--- config.mk ---
export PLATFORM = sky130hd
export DESIGN_NAME = ball_engine_flat
export DESIGN_NICKNAME = d
export VERILOG_FILES = /design/src/rtl/ball_engine_if.sv /design/src/rtl/ball_engine.sv /design/src/flat_wrapper.sv
export SDC_FILE = /design/constraint.sdc
export NUM_CORES = 1
export LEC_CHECK = 0
export CORE_UTILIZATION = 50
export DETAILED_ROUTE_END_ITERATION = 8
export PLACE_DENSITY = 0.85
export SLEW_MARGIN = 5
export SYNTH_ARGS = -nofsm -noshare
export SYNTH_HDL_FRONTEND = slang
export SYNTH_SLANG_ARGS = --single-unit
--- constraint.sdc ---
create_clock -name clk -period 3 [get_ports clk]
set_input_delay 0.3 -clock clk [delete_from_list [all_inputs] [get_ports clk]]
set_output_delay 0.3 -clock clk [all_outputs]
set_load 0.005 [all_outputs]
--- src/rtl/ball_engine_if.sv ---
// Ball engine port bundle: game-speed tick, serve request, paddle positions
// in; ball position, scores and rally status out.
interface ball_engine_if #(
   parameter int BIT_OF_WIDTH = 3
);
   logic                    tick;
   logic                    start;
   logic [BIT_OF_WIDTH-1:0] player_top;
   logic [BIT_OF_WIDTH-1:0] player_down;
   logic [BIT_OF_WIDTH-1:0] x_pos;
   logic [BIT_OF_WIDTH-1:0] y_pos;
   logic [3:0]              score_top;
   logic [3:0]              score_down;
   logic                    point;
   logic                    game_over;

   modport master (
      output tick, start, player_top, player_down,
      input  x_pos, y_pos, score_top, score_down, point, game_over
   );

   modport slave (
      input  tick, start, player_top, player_down,
      output x_pos, y_pos, score_top, score_down, point, game_over
   );
endinterface

--- src/rtl/ball_engine.sv ---
// Ball and rally controller for the LED pong matrix: moves the ball once per
// tick, bounces it off walls and paddles, detects misses, keeps scores and
// sequences serve / point hold / game over.
module ball_engine #(
   parameter int WIDTH        = 8,
   parameter int BIT_OF_WIDTH = 3,
   parameter int SIZE         = 2,
   parameter int MAX_SCORE    = 7,
   parameter int HOLD_TICKS   = 2
) (
   input  logic          clk,
   input  logic          rst,
   ball_engine_if.slave  bus
);
   typedef enum logic [1:0] {IDLE, PLAY, SCORED, OVER} state_t;

   localparam int CW  = BIT_OF_WIDTH + 1;
   localparam int HCW = (HOLD_TICKS > 1) ? $clog2(HOLD_TICKS) : 1;

   localparam logic [BIT_OF_WIDTH-1:0] CENTER = BIT_OF_WIDTH'(WIDTH/2 - 1);
   localparam logic [BIT_OF_WIDTH-1:0] MAXC   = BIT_OF_WIDTH'(WIDTH - 1);
   localparam logic [BIT_OF_WIDTH-1:0] ONE    = BIT_OF_WIDTH'(1);
   localparam logic [BIT_OF_WIDTH-1:0] TWO    = BIT_OF_WIDTH'(2);
   localparam logic [BIT_OF_WIDTH-1:0] ZERO   = '0;
   localparam logic [3:0]              MAXS   = 4'(MAX_SCORE);
   localparam logic [HCW-1:0]          HLAST  = HCW'(HOLD_TICKS - 1);

   state_t                  state, state_nx;
   logic [BIT_OF_WIDTH-1:0] x, x_nx, y, y_nx;
   logic                    dir_x, dir_x_nx;   // 1 = +1 (right)
   logic                    dir_y, dir_y_nx;   // 1 = +1 (down)
   logic [3:0]              sc_top, sc_top_nx, sc_down, sc_down_nx;
   logic                    point, point_nx;
   logic                    over, over_nx;
   logic [HCW-1:0]          hold, hold_nx;

   // Paddle coverage of the current column, widened by one bit so the
   // paddle extent never wraps.
   logic [CW-1:0] cx, idx_top, pt, pd;
   logic          cov_top, cov_down, in_field;

   always_comb begin
      cx       = CW'(x);
      idx_top  = CW'(WIDTH - 1) - cx;
      pt       = CW'(bus.player_top);
      pd       = CW'(bus.player_down);
      in_field = (cx >= CW'(1)) && (cx <= CW'(WIDTH - 2));
      cov_down = in_field && (cx >= pd) && (cx <= pd + CW'(SIZE));
      cov_top  = in_field && (idx_top >= pt) && (idx_top <= pt + CW'(SIZE));
   end

   // Next-state and datapath: one ball step per tick in PLAY, hold timer in SCORED.
   always_comb begin
      state_nx   = state;
      x_nx       = x;
      y_nx       = y;
      dir_x_nx   = dir_x;
      dir_y_nx   = dir_y;
      sc_top_nx  = sc_top;
      sc_down_nx = sc_down;
      hold_nx    = hold;
      point_nx   = 1'b0;
      case (state)
         IDLE: begin
            if (bus.start) state_nx = PLAY;
         end
         PLAY: begin
            if (bus.tick) begin
               if (dir_x && x == MAXC) begin
                  dir_x_nx = 1'b0;
                  x_nx     = MAXC - ONE;
               end else if (!dir_x && x == ZERO) begin
                  dir_x_nx = 1'b1;
                  x_nx     = ONE;
               end else begin
                  x_nx = dir_x ? x + ONE : x - ONE;
               end

               if (!dir_y && y == ONE) begin
                  if (cov_top) begin
                     dir_y_nx = 1'b1;
                     y_nx     = TWO;
                  end else begin
                     y_nx       = ZERO;
                     point_nx   = 1'b1;
                     sc_down_nx = (sc_down < MAXS) ? sc_down + 4'd1 : sc_down;
                     state_nx   = SCORED;
                     hold_nx    = '0;
                  end
               end else if (dir_y && y == MAXC - ONE) begin
                  if (cov_down) begin
                     dir_y_nx = 1'b0;
                     y_nx     = MAXC - TWO;
                  end else begin
                     y_nx      = MAXC;
                     point_nx  = 1'b1;
                     sc_top_nx = (sc_top < MAXS) ? sc_top + 4'd1 : sc_top;
                     state_nx  = SCORED;
                     hold_nx   = '0;
                  end
               end else begin
                  y_nx = dir_y ? y + ONE : y - ONE;
               end
            end
         end
         SCORED: begin
            if (bus.tick) begin
               if (hold == HLAST) begin
                  state_nx = (sc_top == MAXS || sc_down == MAXS) ? OVER : IDLE;
                  x_nx     = CENTER;
                  y_nx     = CENTER;
                  dir_x_nx = 1'b1;
                  // Serve toward the player who just conceded.
                  dir_y_nx = (y == MAXC);
                  hold_nx  = '0;
               end else begin
                  hold_nx = hold + HCW'(1);
               end
            end
         end
         default: ;  // OVER: everything frozen until reset
      endcase
      over_nx = (state_nx == OVER);
   end

   // State and datapath registers with synchronous reset.
   always_ff @(posedge clk) begin
      if (rst) begin
         state   <= IDLE;
         x       <= CENTER;
         y       <= CENTER;
         dir_x   <= 1'b1;
         dir_y   <= 1'b1;
         sc_top  <= '0;
         sc_down <= '0;
         hold    <= '0;
         point   <= 1'b0;
         over    <= 1'b0;
      end else begin
         state   <= state_nx;
         x       <= x_nx;
         y       <= y_nx;
         dir_x   <= dir_x_nx;
         dir_y   <= dir_y_nx;
         sc_top  <= sc_top_nx;
         sc_down <= sc_down_nx;
         hold    <= hold_nx;
         point   <= point_nx;
         over    <= over_nx;
      end
   end

   assign bus.x_pos      = x;
   assign bus.y_pos      = y;
   assign bus.score_top  = sc_top;
   assign bus.score_down = sc_down;
   assign bus.point      = point;
   assign bus.game_over  = over;
endmodule

--- src/flat_wrapper.sv ---
// flat-port wrapper written by rule: the top's interface ports become plain ports
module ball_engine_flat 
#(
   parameter int WIDTH        = 8,
   parameter int BIT_OF_WIDTH = 3,
   parameter int SIZE         = 2,
   parameter int MAX_SCORE    = 7,
   parameter int HOLD_TICKS   = 2
)
  (clk, rst, bus_tick, bus_start, bus_player_top, bus_player_down, bus_x_pos, bus_y_pos, bus_score_top, bus_score_down, bus_point, bus_game_over);
  ball_engine_if #(.BIT_OF_WIDTH(BIT_OF_WIDTH)) bus_i ();
  input  logic clk;
  input  logic rst;
  input wire logic [$bits(bus_i.tick)-1:0] bus_tick;
  input wire logic [$bits(bus_i.start)-1:0] bus_start;
  input wire logic [$bits(bus_i.player_top)-1:0] bus_player_top;
  input wire logic [$bits(bus_i.player_down)-1:0] bus_player_down;
  output wire logic [$bits(bus_i.x_pos)-1:0] bus_x_pos;
  output wire logic [$bits(bus_i.y_pos)-1:0] bus_y_pos;
  output wire logic [$bits(bus_i.score_top)-1:0] bus_score_top;
  output wire logic [$bits(bus_i.score_down)-1:0] bus_score_down;
  output wire logic [$bits(bus_i.point)-1:0] bus_point;
  output wire logic [$bits(bus_i.game_over)-1:0] bus_game_over;
  assign bus_i.tick = bus_tick;
  assign bus_i.start = bus_start;
  assign bus_i.player_top = bus_player_top;
  assign bus_i.player_down = bus_player_down;
  assign bus_x_pos = bus_i.x_pos;
  assign bus_y_pos = bus_i.y_pos;
  assign bus_score_top = bus_i.score_top;
  assign bus_score_down = bus_i.score_down;
  assign bus_point = bus_i.point;
  assign bus_game_over = bus_i.game_over;
  ball_engine #(.WIDTH(WIDTH), .BIT_OF_WIDTH(BIT_OF_WIDTH), .SIZE(SIZE), .MAX_SCORE(MAX_SCORE), .HOLD_TICKS(HOLD_TICKS)) u_core (.clk(clk), .rst(rst), .bus(bus_i));
endmodule
==> metrics.yaml <==
routing:
  top_layer_used: "met4"
  vias: 1501
  routed_wl_um: 3370
  dr_wl_met2_um: 1520
  drt_pass1_iterations: 5
  vias_per_cell: 5.54
  wl_per_cell_um: 12.4
  drcViolationCount: 0
  ant_nets: 0
  wl_met3_um: 172
  met1Wirelength_um: 1650
  first_iter_violations: 60
sta:
  relSlewSlack_pct: 39.9
  holdWs_ps: 545
  finalHoldViolCount: 0
  finalClockSkew_ps: 7.37
  worst_pin_slew_ps: 898
  finalCritPeriodShare_pct: 80.6
  fin_crit_ps: 2420
  maxSlewViolCount: 0
  grt_setup_unrepaired: "no"
  finalSetupTns_ps: 0
  fmax_ghz: 0.414
  finalSetupViolations: 0
floorplan:
  row_count: 20
  initial_utilization_pct: 54.2
  die-area_um2: 3630
  die_width_um: 60.2
  die_h_um: 60.2
  io-pin-count: 26
  coreArea_um2: 3130
cts:
  cts_buffers: 3
  clk-insertion-delay-late_ps: 310
  ctsResizeCount: 0
  clock_sinks: 21
  clockRootBuffer: "clkbuf_4"
  h-tree-depth: 1
  clkTransAtPathRegs_ps: 120
  cts_tree: "built"
  ctsHoldBuffers: 0
  cts_buffer_depth: 2
  cts_setup_buffers: 0
worst_setup_path:
  crit_fanout: 4
  setup.worst_path.class: "input port to flip-flop"
  r2r-start: "u_core.bus.x_pos[1]$_SDFFE_PP1P_"
  start_kind: "input port"
  cpPeakStageDelay_ps: 450
  cp_top_family: "compound AO/OA/AOI/OAI gates"
  critPathRequiredTime_ps: 3210
  cp_common_cell: "ha_1"
  cp_slowest_cell: "clkdlybuf4s50_1"
  endpoint_kind: "flip-flop"
  arrival_ps: 2620
  critPathLaunch: "bus_player_down[1]"
  crit_path_cell_trace: "clkdlybuf4s50_1 > ha_1 > inv_1 > ha_1 > nand3b_1 > o31ai_1 > o311a_2 > o22ai_4 > nand3_4 > a2111oi_4"
  crit_buf_inv: 2
finish:
  mostFrequentLayoutCells: "nor2_1 (30), ha_1 (28), clkdlybuf4s50_1 (25)"
  drive_gt1_share_pct: 5.73
  layout_commonest_cell: "nor2_1"
  nNetsFinal: 266
  fin_cells: 271
  design_area_um2: 1990
  syn2layout_area_growth_pct: 17.6
  antenna_cells: 0
global_route:
  grt_pass1_vias: 1323
  antenna_found_initial: 0
  grt_max_degree: 24
  grt_pass1_wl_um: 5580
  grtUsageTotal_pct: 20.4
  grt.overflow.total: 0
place:
  placed_area_um2: 1970
  dp_hpwl_um: 2540
  post-place-cells: 267
  gp_congestion: 0.828
  port-buffer-count: 25
synthesis:
  synthCells: 205
  ys_warn_count: 0
  post-synth-top-area-fraction_pct: 24.8
  async_flop_share_pct: 0
  synthDistinctLibCells: 44
  synth_area_leader_cell: "dfxtp_1"
  syn-num-nets: 243
  synthMuxAreaShare_pct: 2.95
  ys_top_cells_by_area: "dfxtp_1 (25%), ha_1 (21%), nor2_1 (6.6%)"
  synth_top_family_by_area: "compound AO/OA/AOI/OAI gates"
  synth_compound_area_share_pct: 23.7
  synthFlopType: "dfxtp_1"
  synth_xor_area_share_pct: 1.03
  synth-edff-count: 0
  ys_seq_area_share_pct: 24.8
  ys_ff_latch: 21
  synth-simple-area-share_pct: 21.1
  synth_area_um2: 1700
  avgSynthCellArea_um2: 8.27
  synth_fa_ha_area_share_pct: 20.7
power_and_ir_drop:
  power.density_nw_per_um2: 348
  p_leak_nw: 0.824
  ir_drop_v: 0.000270
worst_hold_path:
  worstHoldPathType: "flip-flop to flip-flop"
  min-delay-start: "u_core.bus.score_down[2]$_SDFFE_PP0P_"
flow_run:
  max-cap-violations: 0
outcome:
  status: "complete, no violations"
metrics by stage:
step                      util, %  total power [mW]  setup slack [ps]
after floorplan                 -             0.491               853
after global placement       62.9             0.553               307
after detailed placement     62.9             0.558               245
after CTS                    63.7             0.704               584
after global routing         63.7             0.751               437
final                        63.7             0.694               582
worst reg2reg max path: cells and delay by family, from the launching register on:
| family | cells | cell delay (ps) |
|---|---|---|
| AO/OA/AOI/OAI | 2 | 480 |
| adder cells (fa/ha/maj) | 1 | 350 |
| buffers and inverters | 1 | 180 |
| flip-flops | 1 | 480 |
| multiplexers | 1 | 230 |
| AND/OR/NAND/NOR | 3 | 520 |
state kept, by name, summed over array words and instances (netlist names):
signal and count:
u_core.dir_x 1, u_core.bus.x_pos 3, u_core.dir_y 1, u_core.state 2
u_core.bus.score_down 4, u_core.hold 1, u_core.bus.point 1, u_core.bus.score_top 4
u_core.bus.game_over 1, u_core.bus.y_pos 3
synthesized netlist by cell type (2+ instances only):
cell type   n
o21ai_1     4
a22oi_1     2
nand2_1    19
nor4_4      2
nand3b_1    2
a21oi_1    14
nand3_1     4
a211oi_1    5
ha_1       28
nor2_1     30
o311a_2     2
o22ai_1     2
dfxtp_1    21
a31oi_1     3
nor2b_1     3
inv_1      16
mux2i_1     5
clkbuf_1    3
nand2b_1    2
o31ai_1     3
buf_2       3
o21ai_0     6
xnor2_1     2
nor3_1      3
a41oi_1     2
worst paths after layout:
check / to / slack, ps / cells after the start
worst min-delay path: u_core.bus.score_down[2]$_SDFFE_PP0P_ / 540 / 2
worst max-delay path: u_core.bus.game_over$_SDFF_PP0_ / 580 / 10
worst min register to register: u_core.bus.score_down[2]$_SDFFE_PP0P_ / 540 / 2
worst max register to register: u_core.bus.score_down[1]$_SDFFE_PP0P_ / 610 / 8
logic make-up (layout without fill, tap and decap cells):
logic type      after synthesis  count (layout)
fa+ha+maj                    28              28
flops                        21              21
simple gates                 71              71
xor+xnor                      2               2
mux                           5               5
compound gates               54              54
buf+inv                      24              46
power by group:
part,switching (mW),internal (mW),leakage (nW)
Sequential,0.0248,0.291,0.170
Combinational,0.128,0.109,0.639
Clock,0.0891,0.0518,0.0150
Total,0.242,0.452,0.824
cell type report:
| class | instances | area [um^2] |
|---|---|---|
| clock buffer | 4 | 26.3 |
| multi-input combinational | 160 | 1180 |
| fill | 277 | 1130 |
| tap | 44 | 55.1 |
| timing repair buffer | 25 | 250 |
| sequential | 21 | 420 |
| inverter | 17 | 63.8 |
routing by layer:
| metal | GRT usage [%] | up-vias |
|---|---|---|
| li1 | - | 771 |
| met1 | 26.5 | 683 |
| met2 | 32.7 | 43 |
| met3 | 4.55 | 4 |
| met4 | 7.64 | 0 |
| met5 | 0 | - |
Power figures use the tool's default switching activity.
